===== config.mk =====
export PLATFORM = sky130hd
export DESIGN_NAME = i2c_req_arbiter_flat
export DESIGN_NICKNAME = d
export VERILOG_FILES = /design/src/rtl/i2c_req_arbiter_if.sv /design/src/rtl/i2c_req_arbiter.sv /design/src/flat_wrapper.sv
export SDC_FILE = /design/constraint.sdc
export NUM_CORES = 1
export LEC_CHECK = 0
export BUFFER_PORTS_ARGS = -buffer_cell sky130_fd_sc_hd__buf_2
export CAP_MARGIN = 0
export CORE_MARGIN = 2
export CORE_UTILIZATION = 48
export DETAILED_ROUTE_END_ITERATION = 16
export PLACE_DENSITY = 0.8
export SLEW_MARGIN = 20
export SYNTH_ARGS = -nofsm -noshare
export SYNTH_HDL_FRONTEND = slang
export SYNTH_SLANG_ARGS = --single-unit

===== constraint.sdc =====
create_clock -name clk_i -period 2 [get_ports clk_i]
set_clock_uncertainty 0.05 [all_clocks]
set_input_delay 0.2 -clock clk_i [delete_from_list [all_inputs] [get_ports clk_i]]
set_output_delay 0.2 -clock clk_i [all_outputs]
set_load 0.02 [all_outputs]

===== src/rtl/i2c_req_arbiter_if.sv =====
// Requester-fabric and master-command bundle for the shared I2C master arbiter.
// The slave modport is the arbiter's view; master is the environment driving it.
interface i2c_req_arbiter_if #(
  parameter int NUM_REQ  = 4,
  parameter int ADDR_LEN = 7,
  parameter int DATA_LEN = 8
);
  logic [NUM_REQ-1:0]          req;
  logic [NUM_REQ-1:0]          req_rw;
  logic [NUM_REQ*ADDR_LEN-1:0] req_addr;
  logic [NUM_REQ*DATA_LEN-1:0] req_wdata;
  logic [NUM_REQ-1:0]          gnt;
  logic [NUM_REQ-1:0]          done;
  logic [DATA_LEN-1:0]         resp_rdata;
  logic [1:0]                  resp_err;
  logic                        mst_start;
  logic                        mst_rw;
  logic [ADDR_LEN-1:0]         mst_addr;
  logic [DATA_LEN-1:0]         mst_wdata;
  logic                        mst_abort;
  logic                        mst_done;
  logic                        mst_nack;
  logic [DATA_LEN-1:0]         mst_rdata;

  modport slave (
    input  req, req_rw, req_addr, req_wdata, mst_done, mst_nack, mst_rdata,
    output gnt, done, resp_rdata, resp_err, mst_start, mst_rw, mst_addr, mst_wdata,
           mst_abort
  );

  modport master (
    output req, req_rw, req_addr, req_wdata, mst_done, mst_nack, mst_rdata,
    input  gnt, done, resp_rdata, resp_err, mst_start, mst_rw, mst_addr, mst_wdata,
           mst_abort
  );
endinterface


===== src/rtl/i2c_req_arbiter.sv =====
// Round-robin arbiter that shares one I2C master among NUM_REQ requesters and
// sequences a single-byte transaction per grant, with a timeout abort.
//
// state     | meaning
// S_IDLE    | no transaction; arbitrate among pending requests
// S_WAIT    | master busy; wait for mst_done or timeout
// S_RELEASE | done/abort pulse cycle; req not sampled
module i2c_req_arbiter #(
  parameter int NUM_REQ  = 4,
  parameter int ADDR_LEN = 7,
  parameter int DATA_LEN = 8,
  parameter int TIMEOUT  = 1000,
  parameter int TO_W     = 10
) (
  input logic              clk_i,
  input logic              rst_n_i,
  i2c_req_arbiter_if.slave bus_if
);
  localparam int IDX_W = (NUM_REQ > 1) ? $clog2(NUM_REQ) : 1;
  localparam logic [NUM_REQ-1:0] ONE_HOT0 = NUM_REQ'(1);

  typedef enum logic [1:0] {S_IDLE, S_WAIT, S_RELEASE} state_e;

  state_e              state_q, state_d;
  logic [NUM_REQ-1:0]  gnt_q, gnt_d;
  logic [NUM_REQ-1:0]  done_q, done_d;
  logic [IDX_W-1:0]    last_q, last_d;
  logic [IDX_W-1:0]    win_q, win_d;
  logic [TO_W-1:0]     timer_q, timer_d;
  logic                start_q, start_d;
  logic                abort_q, abort_d;
  logic                rw_q, rw_d;
  logic [ADDR_LEN-1:0] addr_q, addr_d;
  logic [DATA_LEN-1:0] wdata_q, wdata_d;
  logic [DATA_LEN-1:0] rdata_q, rdata_d;
  logic [1:0]          err_q, err_d;

  logic                win_found;
  logic [IDX_W-1:0]    win_idx;
  logic [IDX_W-1:0]    cand;
  logic [ADDR_LEN-1:0] addr_a  [NUM_REQ];
  logic [DATA_LEN-1:0] wdata_a [NUM_REQ];

  for (genvar g = 0; g < NUM_REQ; g++) begin : g_slice
    assign addr_a[g]  = bus_if.req_addr[g*ADDR_LEN +: ADDR_LEN];
    assign wdata_a[g] = bus_if.req_wdata[g*DATA_LEN +: DATA_LEN];
  end

  // Scan from the farthest candidate down so the nearest one after last_q wins.
  always_comb begin
    win_found = 1'b0;
    win_idx   = '0;
    cand      = '0;
    for (int k = NUM_REQ; k >= 1; k--) begin
      cand = IDX_W'((int'(last_q) + k) % NUM_REQ);
      if (bus_if.req[cand]) begin
        win_found = 1'b1;
        win_idx   = cand;
      end
    end
  end

  always_comb begin
    state_d = state_q;
    gnt_d   = gnt_q;
    done_d  = '0;
    start_d = 1'b0;
    abort_d = 1'b0;
    last_d  = last_q;
    win_d   = win_q;
    timer_d = timer_q;
    rw_d    = rw_q;
    addr_d  = addr_q;
    wdata_d = wdata_q;
    rdata_d = rdata_q;
    err_d   = err_q;
    unique case (state_q)
      S_IDLE: begin
        if (win_found) begin
          gnt_d   = ONE_HOT0 << win_idx;
          start_d = 1'b1;
          win_d   = win_idx;
          rw_d    = bus_if.req_rw[win_idx];
          addr_d  = addr_a[win_idx];
          wdata_d = wdata_a[win_idx];
          timer_d = '0;
          state_d = S_WAIT;
        end
      end
      S_WAIT: begin
        timer_d = timer_q + TO_W'(1);
        // Completion takes precedence over a coincident timeout.
        if (bus_if.mst_done) begin
          done_d  = gnt_q;
          rdata_d = bus_if.mst_rdata;
          err_d   = {1'b0, bus_if.mst_nack};
          gnt_d   = '0;
          last_d  = win_q;
          state_d = S_RELEASE;
        end else if (timer_q == TO_W'(TIMEOUT - 1)) begin
          abort_d = 1'b1;
          done_d  = gnt_q;
          err_d   = 2'b10;
          gnt_d   = '0;
          last_d  = win_q;
          state_d = S_RELEASE;
        end
      end
      S_RELEASE: state_d = S_IDLE;
      default:   state_d = S_IDLE;
    endcase
  end

  always_ff @(posedge clk_i or negedge rst_n_i) begin
    if (!rst_n_i) begin
      state_q <= S_IDLE;
      gnt_q   <= '0;
      done_q  <= '0;
      start_q <= 1'b0;
      abort_q <= 1'b0;
      last_q  <= IDX_W'(NUM_REQ - 1);
      win_q   <= '0;
      timer_q <= '0;
      rw_q    <= 1'b0;
      addr_q  <= '0;
      wdata_q <= '0;
      rdata_q <= '0;
      err_q   <= 2'b00;
    end else begin
      state_q <= state_d;
      gnt_q   <= gnt_d;
      done_q  <= done_d;
      start_q <= start_d;
      abort_q <= abort_d;
      last_q  <= last_d;
      win_q   <= win_d;
      timer_q <= timer_d;
      rw_q    <= rw_d;
      addr_q  <= addr_d;
      wdata_q <= wdata_d;
      rdata_q <= rdata_d;
      err_q   <= err_d;
    end
  end

  assign bus_if.gnt        = gnt_q;
  assign bus_if.done       = done_q;
  assign bus_if.resp_rdata = rdata_q;
  assign bus_if.resp_err   = err_q;
  assign bus_if.mst_start  = start_q;
  assign bus_if.mst_rw     = rw_q;
  assign bus_if.mst_addr   = addr_q;
  assign bus_if.mst_wdata  = wdata_q;
  assign bus_if.mst_abort  = abort_q;
endmodule


===== src/flat_wrapper.sv =====
// flat-port wrapper written by rule: the top's interface ports become plain ports
module i2c_req_arbiter_flat 
#(
  parameter int NUM_REQ  = 4,
  parameter int ADDR_LEN = 7,
  parameter int DATA_LEN = 8,
  parameter int TIMEOUT  = 1000,
  parameter int TO_W     = 10
)
  (clk_i, rst_n_i, bus_if_req, bus_if_req_rw, bus_if_req_addr, bus_if_req_wdata, bus_if_mst_done, bus_if_mst_nack, bus_if_mst_rdata, bus_if_gnt, bus_if_done, bus_if_resp_rdata, bus_if_resp_err, bus_if_mst_start, bus_if_mst_rw, bus_if_mst_addr, bus_if_mst_wdata, bus_if_mst_abort);
  i2c_req_arbiter_if #(.NUM_REQ(NUM_REQ), .ADDR_LEN(ADDR_LEN), .DATA_LEN(DATA_LEN)) bus_if_i ();
  input logic clk_i;
  input logic rst_n_i;
  input wire logic [$bits(bus_if_i.req)-1:0] bus_if_req;
  input wire logic [$bits(bus_if_i.req_rw)-1:0] bus_if_req_rw;
  input wire logic [$bits(bus_if_i.req_addr)-1:0] bus_if_req_addr;
  input wire logic [$bits(bus_if_i.req_wdata)-1:0] bus_if_req_wdata;
  input wire logic [$bits(bus_if_i.mst_done)-1:0] bus_if_mst_done;
  input wire logic [$bits(bus_if_i.mst_nack)-1:0] bus_if_mst_nack;
  input wire logic [$bits(bus_if_i.mst_rdata)-1:0] bus_if_mst_rdata;
  output wire logic [$bits(bus_if_i.gnt)-1:0] bus_if_gnt;
  output wire logic [$bits(bus_if_i.done)-1:0] bus_if_done;
  output wire logic [$bits(bus_if_i.resp_rdata)-1:0] bus_if_resp_rdata;
  output wire logic [$bits(bus_if_i.resp_err)-1:0] bus_if_resp_err;
  output wire logic [$bits(bus_if_i.mst_start)-1:0] bus_if_mst_start;
  output wire logic [$bits(bus_if_i.mst_rw)-1:0] bus_if_mst_rw;
  output wire logic [$bits(bus_if_i.mst_addr)-1:0] bus_if_mst_addr;
  output wire logic [$bits(bus_if_i.mst_wdata)-1:0] bus_if_mst_wdata;
  output wire logic [$bits(bus_if_i.mst_abort)-1:0] bus_if_mst_abort;
  assign bus_if_i.req = bus_if_req;
  assign bus_if_i.req_rw = bus_if_req_rw;
  assign bus_if_i.req_addr = bus_if_req_addr;
  assign bus_if_i.req_wdata = bus_if_req_wdata;
  assign bus_if_i.mst_done = bus_if_mst_done;
  assign bus_if_i.mst_nack = bus_if_mst_nack;
  assign bus_if_i.mst_rdata = bus_if_mst_rdata;
  assign bus_if_gnt = bus_if_i.gnt;
  assign bus_if_done = bus_if_i.done;
  assign bus_if_resp_rdata = bus_if_i.resp_rdata;
  assign bus_if_resp_err = bus_if_i.resp_err;
  assign bus_if_mst_start = bus_if_i.mst_start;
  assign bus_if_mst_rw = bus_if_i.mst_rw;
  assign bus_if_mst_addr = bus_if_i.mst_addr;
  assign bus_if_mst_wdata = bus_if_i.mst_wdata;
  assign bus_if_mst_abort = bus_if_i.mst_abort;
  i2c_req_arbiter #(.NUM_REQ(NUM_REQ), .ADDR_LEN(ADDR_LEN), .DATA_LEN(DATA_LEN), .TIMEOUT(TIMEOUT), .TO_W(TO_W)) u_core (.clk_i(clk_i), .rst_n_i(rst_n_i), .bus_if(bus_if_i));
endmodule

Word level (Yosys, flattened, before mapping):

Cells that the tools add are included.

* flip-flop bits (word level): 52
* latch bits: 0
* memory bits (writable): 0
* memory bits (read-only): 0
* input port bits: 80
* word-level logic and storage cells: 84
* memories kept: 0

* $add $sub $neg: 5
* multipliers: 0
* div/mod/pow operators: 0
* magnitude comparators: 6
* eq/ne operators: 4
* shift operators: 1
* muxes and demuxes: 45
* bitwise logic cells: 1
* reductions and logical operators: 9

Operators by type and width (number)
* $mux 4: 6
* $mux 2: 10
* $pmux 10 s2: 1
* $bmux 8 s2: 1
* $mux 8: 2
* $lt 2x3->1 const B: 5
* $bmux 7 s2: 1
* $mux 1: 14
* $mux 7: 2
* $add 10x1->10 const B: 1
* $bmux 1 s2: 5
* $eq 10x10->1 const B: 1
* $mux 10: 1
* $reduce_and 2->1: 5
* $pmux 4 s2: 1
* $add 2x1->2 const B: 2
* $add 2x2->2 const B: 2
* $pmux 2 s2: 1
* $reduce_bool 2->1: 2
* $shl 1x2->4 const A: 1
* $ge 3x3->1 const B: 1
* $ne 3x2->1 const B: 1
* $not 2->3: 1
* $reduce_and 3->1: 1
* other kinds (3): 3

Logic depth before layout (Yosys ltp):

* depth in word-level cells: 11
* mapped depth: 8
* depth with buffers taken out: 6

Worst setup path after synthesis:

Ideal clock, no wire load.

* kind: register to register
* start point: reg u_core.last_q[0]
* end point: reg u_core.addr_q[6] (netlist: u_core.bus_if.mst_addr[6])
* arrival: 1.561 ns
* required time: 1.823 ns
* slack: 0.262 ns
* cell stages (with the launch flop): 8
* buffers on the path: 2
* path through: dfstp_2 -> nand2b_1 -> a21bo_2 -> and3_1 -> buf_6 -> buf_6 -> mux2i_1 -> a211oi_2

* cells in the longest elaborated chain, start to end: 11

RTL lines
* start: declaration: line i2c_req_arbiter.sv:27 `logic [IDX_W-1:0] last_q, last_d;`
* start signal: assignment: line i2c_req_arbiter.sv:121 `last_q <= IDX_W'(NUM_REQ - 1);`
* start signal: assignment: line i2c_req_arbiter.sv:135 `last_q <= last_d;`
* $add 2x1->2: line i2c_req_arbiter.sv:55 `cand = IDX_W'((int'(last_q) + k) % NUM_REQ);`
* $bmux 1 s2: line i2c_req_arbiter.sv:56 `if (bus_if.req[cand]) begin`
* $mux 1 (implied by the code): line i2c_req_arbiter.sv:56
* $mux 2 (4 in series): line i2c_req_arbiter.sv:56
* $not 2->3 (implied by the code): line i2c_req_arbiter.sv:84 `addr_d = addr_a[win_idx];`
* $bmux 7 s2: line i2c_req_arbiter.sv:84
* $mux 7 (implied by the code) (2 in series): line i2c_req_arbiter.sv:84
* end signal: assignment: line i2c_req_arbiter.sv:139 `addr_q <= addr_d;`
* end: declaration: line i2c_req_arbiter.sv:33 `logic [ADDR_LEN-1:0] addr_q, addr_d;`

Parallel ways exist; a longest one is shown, timed or not. The select of a mux whose other input is x is not followed.
A chain may end at the register's enable or synchronous reset.

Worst setup path after layout:

* start point: reg u_core.timer_q[0]
* end point: reg u_core.last_q[0]

* cells in the longest elaborated chain, start to end: 3

RTL lines
* start: declaration: line i2c_req_arbiter.sv:29 `logic [TO_W-1:0] timer_q, timer_d;`
* start signal: assignment: line i2c_req_arbiter.sv:137 `timer_q <= timer_d;`
* $eq 10x10->1: line i2c_req_arbiter.sv:100 `end else if (timer_q == TO_W'(TIMEOUT - 1)) begin`
* $reduce_bool 2->1 (no line)
* $reduce_and 2->1 (no line)

No other way between the ends.

==> flow_summary.toml <==
[power]
p_switching_w = 0.002097
p_leak_nw = 1.696
netSwitchingFraction_pct = 41.62
ir_drop_mv = 0.6503
cellPowerDensity_mw_per_mm2 = 1420
power.internal_w = 0.002940
p_comb_share_pct = 50.9
clockPowerShare_pct = 14.8
seq_power_share_pct = 34.3

[timing]
setup-violations-final = 0
finalSetupTns_ns = 0
post-route-period-util_pct = 91.86
fin_ws_ns = 0.1628
slew-limit-headroom_pct = 57.94
finalHoldViolations = 0
worst_pin_slew_ns = 0.6310
slew_violations = 0
min_period_ns = 1.837
rsz0062_at_grt = "no"
max_freq_mhz = 544.3

[route]
vias = 2428
wl_per_cell_um = 14.58
drt_iter0_drc = 106
drt-total-wl_um = 6417
firstDrtPassIters = 4
remaining_drc_errors = 0
vias_per_cell = 5.518
drtAntennaViolNets = 0

[cells_and_area]
fill_cells = 449
multi_input_area_mm2 = 0.001329
antenna_cells = 0
layout.nets = 448
final_layout_size_suffix_gt1_share_pct = 46.47
layout_commonest_cell = "buf_2"
design_area_mm2 = 0.003546
synthToLayoutAreaGrowth_pct = 30.06
seqCellArea_mm2 = 0.001304
final_cell_mix = "115 x buf_2, 50 x dfrtp_1, 23 x nor2_1"

[synth]
avgSynthCellArea_um2 = 11.13
yosysUniqueCellTypes = 43
syn_inst = 245
synth-async-reset-ratio_pct = 100.0
ys_seq_area_share_pct = 47.82
yosysWarningCount = 0
synth.net_count = 326
postSynthRegisterBits = 52
syn-cell-area_mm2 = 0.002726
ys.flop_type = "dfrtp_1"
synth_edf_count = 0

[clocking]
clkSlewWorstSetupHoldPaths_ns = 0.09
cts_tree = "built"
cts_htree_levels = 2
cts_buffers = 5
clkSinkCount = 52
cts_max_path_buffers = 2
cts-root-buf = "clkbuf_8"
clock_latency_ns = 0.31

[grt]
grt_use_total_pct = 21.37
antenna_found_initial = 0
grt_start_max_net_pins = 53
global_route.overflow_total = 0
grt_pass1_wl_um = 10520
grt_pass1_vias = 2327

[placement]
dp_hpwl_um = 4930
post-place-ws_ns = 0.1636
gp_congestion = 0.8391
io_buffers = 115
place_area_mm2 = 0.003415

[critical_path]
path_cells = "ha_1 > and2_1 > a21oi_1 > nor2_2 > mux2_1"
crit_path_top_delay_cell = "dfrtp_1"
max_stage_delay_ns = 0.42
r2r_slack_ns = 0.16
worstPathRequired_ns = 2.18
setup.worst_path.end_class = "flip-flop"
worst-setup-path-type = "flip-flop to flip-flop"
crit_buf_inv = 0
worstPathArrival_ns = 2.02
cp_top_family = "flip-flops"
worstPathMaxFanout = 7
critPathLaunchType = "flip-flop"

[die]
die_h_um = 79.37
dieArea_mm2 = 0.006299
coreArea_mm2 = 0.005507
io_pins = 116
die_w_um = 79.37
rows = 27
initial_core_util_pct = 49.51

[outcome]
outcome = "completed"

[min_path]
worstHoldPathType = "input port to flip-flop"

[job]
maxCapViolCount = 0
==> registers in the layout (all words and copies together) (netlist names) <==
name	count
u_core.bus_if.resp_rdata	8
u_core.last_q	2
u_core.bus_if.mst_start	1
u_core.bus_if.resp_err	2
u_core.bus_if.mst_addr	7
u_core.bus_if.mst_wdata	8
u_core.timer_q	10
u_core.bus_if.done	4
u_core.bus_if.gnt	4
u_core.state_q	2
u_core.bus_if.mst_abort	1
u_core.bus_if.mst_rw	1
u_core.win_q	2
==> power groups by stage <==
stage / logic (W) / registers, W / clock network [W]
after global placement: 0.00254 / 0.00173 / 0
after CTS: 0.00259 / 0.00173 / 0.000763
after detailed placement: 0.00258 / 0.00174 / 0
final: 0.00257 / 0.00173 / 0.000745
after floorplan: 0.00147 / 0.00206 / 0
after global routing: 0.00280 / 0.00178 / 0.000809
==> metal layers <==
| layer | GRT usage [%] | vias up | part of all wire [%] |
|---|---|---|---|
| li1 | - | 1161 | - |
| met1 | 27.14 | 1142 | 44 |
| met2 | 36.02 | 115 | 47 |
| met3 | 4.205 | 10 | 7.5 |
| met4 | 8.276 | 0 | 1.6 |
| met5 | 0 | - | 0 |
==> Yosys cell counts (4+ instances only) <==
master	instances	area (µm²)
and2_1	8	50.05
a21oi_1	7	35.03
nand3_1	5	25.02
mux2_2	8	90.09
nand2_1	10	37.54
o21ai_1	7	35.03
nand2b_1	5	31.28
a211oi_1	16	120.1
mux2i_1	16	160.2
a211oi_2	16	200.2
and4_1	17	148.9
o21ai_0	7	35.03
clkbuf_1	5	18.77
nor2_1	23	86.33
dfrtp_1	50	1251
buf_2	4	20.02
==> per-stage QoR <==
| step | utilization [%] | total power (W) | hold slack, ns | std cells |
|---|---|---|---|---|
| 4_1_cts | 64.39 | 0.005078 | 0.05350 | 440 |
| 5_1_grt | 64.39 | 0.005393 | 0.06094 | 440 |
| 6_report | 64.39 | 0.005037 | 0.06510 | 440 |
| 2_1_floorplan | - | 0.003522 | -0.1456 | 245 |
| 3_3_place_gp | 62.01 | 0.004275 | 0.2935 | 431 |
| 3_5_place_dp | 62.01 | 0.004326 | 0.2998 | 431 |
==> repair_timing <==
action,4_1_cts,5_1_grt
hold buffers,1,0
setup buffers,0,0
hold endpoints to repair,50,0
resized for setup,0,0
endpoints found under the setup margin,0,0
==> cell type report <==
cell class / count / area share [%]
Clock buffer: 6 / 2.329
Clock inverter: 2 / 1.094
Inverter: 1 / 0.1764
Multi-Input combinational cell: 178 / 37.47
Sequential cell: 52 / 36.77
Tap cell: 72 / 2.541
Timing Repair Buffer: 129 / 19.62
==> final timing paths <==
path,startpoint,depth (start not counted),end
setup / recovery,u_core.timer_q[0]$_DFFE_PN0P_,5,u_core.last_q[0]$_DFFE_PN1P_
min in group asynchronous,rst_n_i,3,u_core.bus_if.resp_rdata[3]$_DFFE_PN0P_
setup reg to reg,u_core.timer_q[0]$_DFFE_PN0P_,5,u_core.last_q[0]$_DFFE_PN1P_
hold / removal,bus_if_mst_done,2,u_core.bus_if.mst_abort$_DFF_PN0_
max in group asynchronous,rst_n_i,3,u_core.timer_q[6]$_DFFE_PN0P_
hold reg to reg,u_core.win_q[1]$_DFFE_PN0P_,1,u_core.win_q[1]$_DFFE_PN0P_
==> kinds of logic (layout without fill, tap and decap cells) <==
group / count (synthesis) / after routing / share of synthesized area (%)
buffers and inverters: 15 / 138 / 3.442
XOR/XNOR: 1 / 1 / 0.3213
AO/OA/AOI/OAI: 67 / 67 / 19.87
adder cells (fa/ha/maj): 1 / 1 / 0.4589
AND/OR/NAND/NOR: 83 / 83 / 18.08
flip-flops: 52 / 52 / 47.82
multiplexers: 26 / 26 / 10.00
Power figures use the tool's default switching activity.
